<file path="src/rtl/fixed_mul_pipe_pkg.sv">
// fixed_mul_pipe_pkg
//   Shared definitions for the fixed-point multiplier family.
//   Holds the rounding-mode encodings, the default Q4.28 format and a few
//   Q4.28 constants that datapath users and benches refer to.
package fixed_mul_pipe_pkg;

  // Rounding-mode encodings used by the RND_MODE parameter
  localparam int RND_TRUNC   = 0;  // floor (arithmetic shift)
  localparam int RND_HALF_UP = 1;  // add half an LSB, then floor
  localparam int RND_CONV    = 2;  // half-to-even on exact ties

  // Default Q4.28 format
  localparam int DEF_WIDTH = 32;
  localparam int DEF_FRAC  = 28;

  // Q4.28 constants
  localparam logic [31:0] Q_ONE  = 32'h1000_0000;
  localparam logic [31:0] Q_MAXV = 32'h7FFF_FFFF;
  localparam logic [31:0] Q_MINV = 32'h8000_0000;

endpackage

</file>
<file path="src/rtl/fixed_round_sat.sv">
// fixed_round_sat
//   Combinational rounding and range reduction of a full-width signed
//   product back to the WIDTH-bit Q format with FRAC fractional bits.
// Ports
//   prod    in   2*WIDTH  full signed product
//   ovf     out  1        rounded value outside the WIDTH-bit signed range
//   result  out  WIDTH    rounded value, clamped (SAT=1) or wrapped (SAT=0)
module fixed_round_sat
  import fixed_mul_pipe_pkg::*;
#(
  parameter int WIDTH    = DEF_WIDTH,
  parameter int FRAC     = DEF_FRAC,
  parameter int RND_MODE = RND_HALF_UP,
  parameter int SAT      = 1
) (
  input  logic [2*WIDTH-1:0] prod,
  output logic               ovf,
  output logic [WIDTH-1:0]   result
);

  // One extra bit over the shifted product so the rounding carry survives
  localparam int RW = 2*WIDTH - FRAC + 1;

  localparam logic [FRAC-1:0]  LSB_ONE  = FRAC'(1'b1);
  localparam logic [FRAC-1:0]  HALF_PAT = LSB_ONE << (FRAC - 1);
  localparam logic [WIDTH-1:0] MAX_VAL  = {1'b0, {(WIDTH-1){1'b1}}};
  localparam logic [WIDTH-1:0] MIN_VAL  = {1'b1, {(WIDTH-1){1'b0}}};
  localparam bit               SAT_ON   = (SAT != 32'sd0);

  logic [RW-1:0]       q;
  logic [RW-1:0]       rnd;
  logic [FRAC-1:0]     low;
  logic [RW-WIDTH:0]   top_bits;
  logic                half;
  logic                tie;
  logic                up;
  logic                in_range;

  // Floor of P / 2^FRAC, sign-extended by one bit
  assign q    = {prod[2*WIDTH-1], prod[2*WIDTH-1:FRAC]};
  assign low  = prod[FRAC-1:0];
  assign half = low[FRAC-1];
  assign tie  = (low == HALF_PAT);

  // Round-up decision: adding 2^(FRAC-1) before the shift carries into q
  // exactly when the half bit is set; convergent mode skips that carry on
  // an exact tie with an even q.
  always_comb begin
    up = 1'b0;
    case (RND_MODE)
      RND_TRUNC:   up = 1'b0;
      RND_HALF_UP: up = half;
      RND_CONV:    up = half & ~(tie & ~q[0]);
      default:     up = 1'b0;
    endcase
  end

  assign rnd      = q + {{(RW-1){1'b0}}, up};
  // In range when every bit from the result sign upward agrees
  assign top_bits = rnd[RW-1:WIDTH-1];
  assign in_range = (&top_bits) | ~(|top_bits);
  assign ovf      = ~in_range;

  // Clamp toward the sign of the rounded value, or keep the low bits
  always_comb begin
    result = rnd[WIDTH-1:0];
    if (!in_range && SAT_ON) begin
      result = rnd[RW-1] ? MIN_VAL : MAX_VAL;
    end else begin
      result = rnd[WIDTH-1:0];
    end
  end

endmodule

</file>
<file path="src/rtl/fixed_mul_pipe.sv">
// fixed_mul_pipe
//   Pipelined signed fixed-point multiplier with rounding, saturation,
//   overflow flag, sideband tag and valid/ready flow control. The whole
//   pipeline stalls together whenever a result is waiting unconsumed.
// Ports
//   clk, rst_n        clock, async active-low reset
//   in_valid/in_ready input handshake;  a, b operands;  in_tag sideband
//   out_valid/out_ready output handshake; result, out_tag, ovf
module fixed_mul_pipe
  import fixed_mul_pipe_pkg::*;
#(
  parameter int WIDTH    = DEF_WIDTH,
  parameter int FRAC     = DEF_FRAC,
  parameter int STAGES   = 3,
  parameter int RND_MODE = RND_HALF_UP,
  parameter int SAT      = 1,
  parameter int TAG_W    = 8
) (
  input  logic             clk,
  input  logic             rst_n,
  input  logic             in_valid,
  output logic             in_ready,
  input  logic [WIDTH-1:0] a,
  input  logic [WIDTH-1:0] b,
  input  logic [TAG_W-1:0] in_tag,
  output logic             out_valid,
  input  logic             out_ready,
  output logic [WIDTH-1:0] result,
  output logic [TAG_W-1:0] out_tag,
  output logic             ovf
);

  // Full signed product; operands are sign-extended so the low 2*WIDTH
  // bits of the wide multiply are the exact product.
  function automatic logic [2*WIDTH-1:0] mul_full(input logic signed [WIDTH-1:0] x,
                                                  input logic signed [WIDTH-1:0] y);
    logic signed [2*WIDTH-1:0] xe;
    logic signed [2*WIDTH-1:0] ye;
    xe = (2*WIDTH)'(x);
    ye = (2*WIDTH)'(y);
    return xe * ye;
  endfunction

  logic                advance;
  logic                s1_valid;
  logic [WIDTH-1:0]    s1_a;
  logic [WIDTH-1:0]    s1_b;
  logic [TAG_W-1:0]    s1_tag;
  logic                s2_valid;
  logic [2*WIDTH-1:0]  s2_prod;
  logic [TAG_W-1:0]    s2_tag;
  logic [WIDTH-1:0]    rs_result;
  logic                rs_ovf;

  // Global stall: nothing moves while a result sits unaccepted
  assign advance  = ~out_valid | out_ready;
  assign in_ready = advance;

  // Stage 1: capture operands and tag
  always_ff @(posedge clk or negedge rst_n) begin
    if (!rst_n) begin
      s1_valid <= 1'b0;
      s1_a     <= '0;
      s1_b     <= '0;
      s1_tag   <= '0;
    end else if (advance) begin
      s1_valid <= in_valid;
      s1_a     <= a;
      s1_b     <= b;
      s1_tag   <= in_tag;
    end
  end

  // Stage 2: register the full-width product
  always_ff @(posedge clk or negedge rst_n) begin
    if (!rst_n) begin
      s2_valid <= 1'b0;
      s2_prod  <= '0;
      s2_tag   <= '0;
    end else if (advance) begin
      s2_valid <= s1_valid;
      s2_prod  <= mul_full(s1_a, s1_b);
      s2_tag   <= s1_tag;
    end
  end

  fixed_round_sat #(
    .WIDTH    (WIDTH),
    .FRAC     (FRAC),
    .RND_MODE (RND_MODE),
    .SAT      (SAT)
  ) u_round (
    .prod   (s2_prod),
    .ovf    (rs_ovf),
    .result (rs_result)
  );

  // Delay-only stages carrying the already rounded result
  for (genvar k = 0; k < STAGES - 2; k++) begin : g_dly
    logic             v_in;
    logic             ovf_in;
    logic [WIDTH-1:0] res_in;
    logic [TAG_W-1:0] tag_in;
    logic             v_q;
    logic             ovf_q;
    logic [WIDTH-1:0] res_q;
    logic [TAG_W-1:0] tag_q;

    if (k == 0) begin : g_src_round
      assign v_in   = s2_valid;
      assign ovf_in = rs_ovf;
      assign res_in = rs_result;
      assign tag_in = s2_tag;
    end else begin : g_src_prev
      assign v_in   = g_dly[k-1].v_q;
      assign ovf_in = g_dly[k-1].ovf_q;
      assign res_in = g_dly[k-1].res_q;
      assign tag_in = g_dly[k-1].tag_q;
    end

    // Delay register for this stage
    always_ff @(posedge clk or negedge rst_n) begin
      if (!rst_n) begin
        v_q   <= 1'b0;
        ovf_q <= 1'b0;
        res_q <= '0;
        tag_q <= '0;
      end else if (advance) begin
        v_q   <= v_in;
        ovf_q <= ovf_in;
        res_q <= res_in;
        tag_q <= tag_in;
      end
    end
  end

  // With only two stages the rounding logic drives the outputs directly
  if (STAGES == 2) begin : g_out_direct
    assign out_valid = s2_valid;
    assign result    = rs_result;
    assign ovf       = rs_ovf;
    assign out_tag   = s2_tag;
  end else begin : g_out_delayed
    assign out_valid = g_dly[STAGES-3].v_q;
    assign result    = g_dly[STAGES-3].res_q;
    assign ovf       = g_dly[STAGES-3].ovf_q;
    assign out_tag   = g_dly[STAGES-3].tag_q;
  end

endmodule

</file>
<file path="config.mk">
export PLATFORM = sky130hd
export DESIGN_NAME = fixed_mul_pipe
export DESIGN_NICKNAME = d
export VERILOG_FILES = /design/src/rtl/fixed_mul_pipe_pkg.sv /design/src/rtl/fixed_round_sat.sv /design/src/rtl/fixed_mul_pipe.sv
export SDC_FILE = /design/constraint.sdc
export NUM_CORES = 2
export LEC_CHECK = 0
export CAP_MARGIN = 20
export CORE_UTILIZATION = 65
export CTS_CLUSTER_SIZE = 14
export DETAILED_ROUTE_END_ITERATION = 10
export PLACE_DENSITY = 0.9
export SLEW_MARGIN = 20
export SYNTH_ARGS = -nofsm -noshare
export SYNTH_HDL_FRONTEND = slang
export SYNTH_HIERARCHICAL = 1
export SYNTH_SLANG_ARGS = --single-unit
</file>
<file path="constraint.sdc">
create_clock -name clk -period 10.5 [get_ports clk]
set_input_delay 2.1 -clock clk [delete_from_list [all_inputs] [get_ports clk]]
set_output_delay 2.1 -clock clk [all_outputs]
set_load 0.005 [all_outputs]
</file>
==> qor.log <==
qor: status.outcome finished, final reports clean
qor: job.maxCapViolCount 0
qor: place.detailedPlacementHpwl 87.5 mm
qor: timing.timing.final.max_slew_violations 0
qor: floorplanning.floorplan.initialDensity 0.662
qor: setup_path.setup.reg_to_reg.worst_slack 1.38 ns
qor: finish.num-nets-final 5901
qor: timing.setup_viol 0
qor: clocking.postCtsSetupBuffers 0
qor: global_route.grt_antenna_before_repair 1
qor: routing.drt-pass1-iter-count 6
qor: routing.post_drt_wl_per_cell 20.1 um
qor: clocking.level_count_of_the_clock_h_tree 4
qor: global_route.first_global_vias 36100
qor: clocking.clock_latency 0.52 ns
qor: place.place.gp.congestion 0.949
qor: routing.drt_wl_total 109 mm
qor: finish.layout_commonest_cell fa_1
qor: routing.vias_per_cell 5.86
qor: floorplanning.fp.dieArea 0.0670 sq mm
qor: clocking.clock-sinks 161
qor: finish.areaGrowthSynthToFinish 5.49%
qor: setup_path.timing.critical_path.fanout_max 33
qor: timing.slew-limit-headroom 0.215
qor: place.numPortBuffers 118
qor: clocking.cts_inserted_buffers 17
qor: clocking.cts.clk_slew.worst_paths 0.10 ns
qor: global_route.grt_max_degree 80
qor: yosys.ys_warn_count 6
qor: worst_hold_path.holdCritPathClass reg2reg
qor: setup_path.data_arrival_at_the_endpoint_of_the_critical_path 9.53 ns
qor: routing.drt-initial-drc-count 2584
qor: yosys.synthCells 4607
qor: global_route.grt_util_all_layers 0.350
qor: finish.n_fill_cell 4500
qor: yosys.avgSynthCellArea 9.31 sq um
qor: timing.totalNegativeSetupSlack 0 ns
qor: floorplanning.std_cell_rows 93
qor: timing.finalHoldViolCount 0
qor: clocking.hold_buffers 0
qor: floorplanning.die_extent_in_y 259 um
qor: clocking.cts_tree yes
qor: setup_path.worst-setup-path-type reg2reg
qor: finish.commonest_cells_after_routing_fill_and_taps_aside fa_1, inv_1, nand2_1
qor: timing.worstMarginPinSlew 1.18 ns
qor: global_route.use_met1 0.401
qor: setup_path.crit_required 10.91 ns
qor: finish.drive_gt1_frac 0.0372
qor: timing.rsz0062_at_grt no
qor: clocking.clock_path_buffers 2
qor: routing.antenna_left 0
qor: setup_path.setup.worst_path.start_class register
qor: floorplanning.chipWidth 259 um
qor: timing.fin_skew 0.0360 ns
qor: floorplanning.std_cell_core_area 0.0648 sq mm
qor: global_route.grt.met3_usage 0.0598
qor: routing.detailroute.via_count 31800
qor: yosys.syn_nets 5951
qor: setup_path.end_kind register
qor: clocking.cts.repair.resized 0
qor: global_route.grt_pass1_wl 181 mm
qor: timing.timing.final.crit_share 0.868
qor: yosys.synth_area 0.0429 sq mm
qor: routing.drc_errors 0
qor: clocking.root_buffer clkbuf_16
qor: timing.post-route-min-period 9.12 ns
qor: floorplanning.boundary_pins 119
qor: global_route.use_met2 0.599
qor: global_route.grt_remaining_overflow 0
qor: global_route.gr-max-usage-layer met2
qor: timing.maximum_achievable_frequency 0.110 GHz
per-stage QoR:
step / instance area (sq um) / setup slack, ns / instances / hold WS, ns / utilization
6_report: 45200 / 1.38 / 5427 / 0.462 / 0.698
5_1_grt: 45200 / 0.907 / 5426 / 0.483 / 0.698
4_1_cts: 45200 / 1.52 / 5424 / 0.473 / 0.698
3_5_place_dp: 44600 / 1.60 / 5392 / 0.456 / 0.688
3_3_place_gp: 44600 / 1.96 / 5392 / 0.441 / 0.688
2_1_floorplan: 42900 / 2.94 / 4607 / 0.430 / -
layout make-up:
| type | count | area, sq um | share of cell area |
|---|---|---|---|
| Inverter | 958 | 3600 | 0.0796 |
| Antenna cell | 2 | 5.00 | 0.000111 |
| Sequential cell | 161 | 4030 | 0.0891 |
| Multi-Input combinational cell | 3235 | 34200 | 0.757 |
| Timing Repair Buffer | 184 | 1690 | 0.0373 |
| Clock inverter | 15 | 178 | 0.00393 |
| Tap cell | 855 | 1070 | 0.0236 |
| Clock buffer | 17 | 425 | 0.00940 |
flip-flops by register name, indices dropped and copies added, names as in the netlist:
name,count
g_dly.v_in,1
out_valid,1
ovf,1
s1_tag,8
result,32
g_dly.tag_in,8
s1_a,32
s2_prod,37
s1_b,32
out_tag,8
s1_valid,1
metal layers:
| layer | wire (um) | part of all wire |
|---|---|---|
| met2 | 55600 | 0.51 |
| met3 | 8630 | 0.079 |
| met5 | 0 | 0 |
| met1 | 36700 | 0.34 |
| met4 | 8350 | 0.076 |
worst paths after layout:
path	start	to	cells past startpoint
min reg2reg	g_dly[0].tag_in[1]$_DFFE_PN0P_	out_tag[1]$_DFFE_PN0P_	2
max reg2reg	s1_b[5]$_DFFE_PN0P_	s2_prod[61]$_DFFE_PN0P_	26
max	s1_b[5]$_DFFE_PN0P_	s2_prod[61]$_DFFE_PN0P_	26
min	g_dly[0].tag_in[1]$_DFFE_PN0P_	out_tag[1]$_DFFE_PN0P_	2
min in group asynchronous	rst_n	s1_b[31]$_DFFE_PN0P_	1
max in group asynchronous	rst_n	s1_b[8]$_DFFE_PN0P_	3
worst max-delay path, stage by stage (launching register included):
cell and delay [ns]:
dfrtp_1 1.09, nand2_1 0.29, inv_1 0.16, fa_1 0.40, inv_1 0.26, fa_1 0.46
inv_1 0.26, fa_1 0.53, fa_1 0.85, inv_1 0.41, fa_1 0.61, inv_1 0.08
fa_1 0.54, inv_1 0.07, fa_1 0.48, inv_1 0.06, fa_1 0.46, ha_1 0.40
a21oi_1 0.28, o21bai_1 0.10, a21o_1 0.21, a21oi_1 0.15, o21bai_1 0.14, a21o_1 0.20
a21oi_1 0.19, o31ai_1 0.10, a211oi_1 0.20
Power is not shown: default switching activity piles up to over one toggle a cycle in this logic, so the estimate is an artifact.
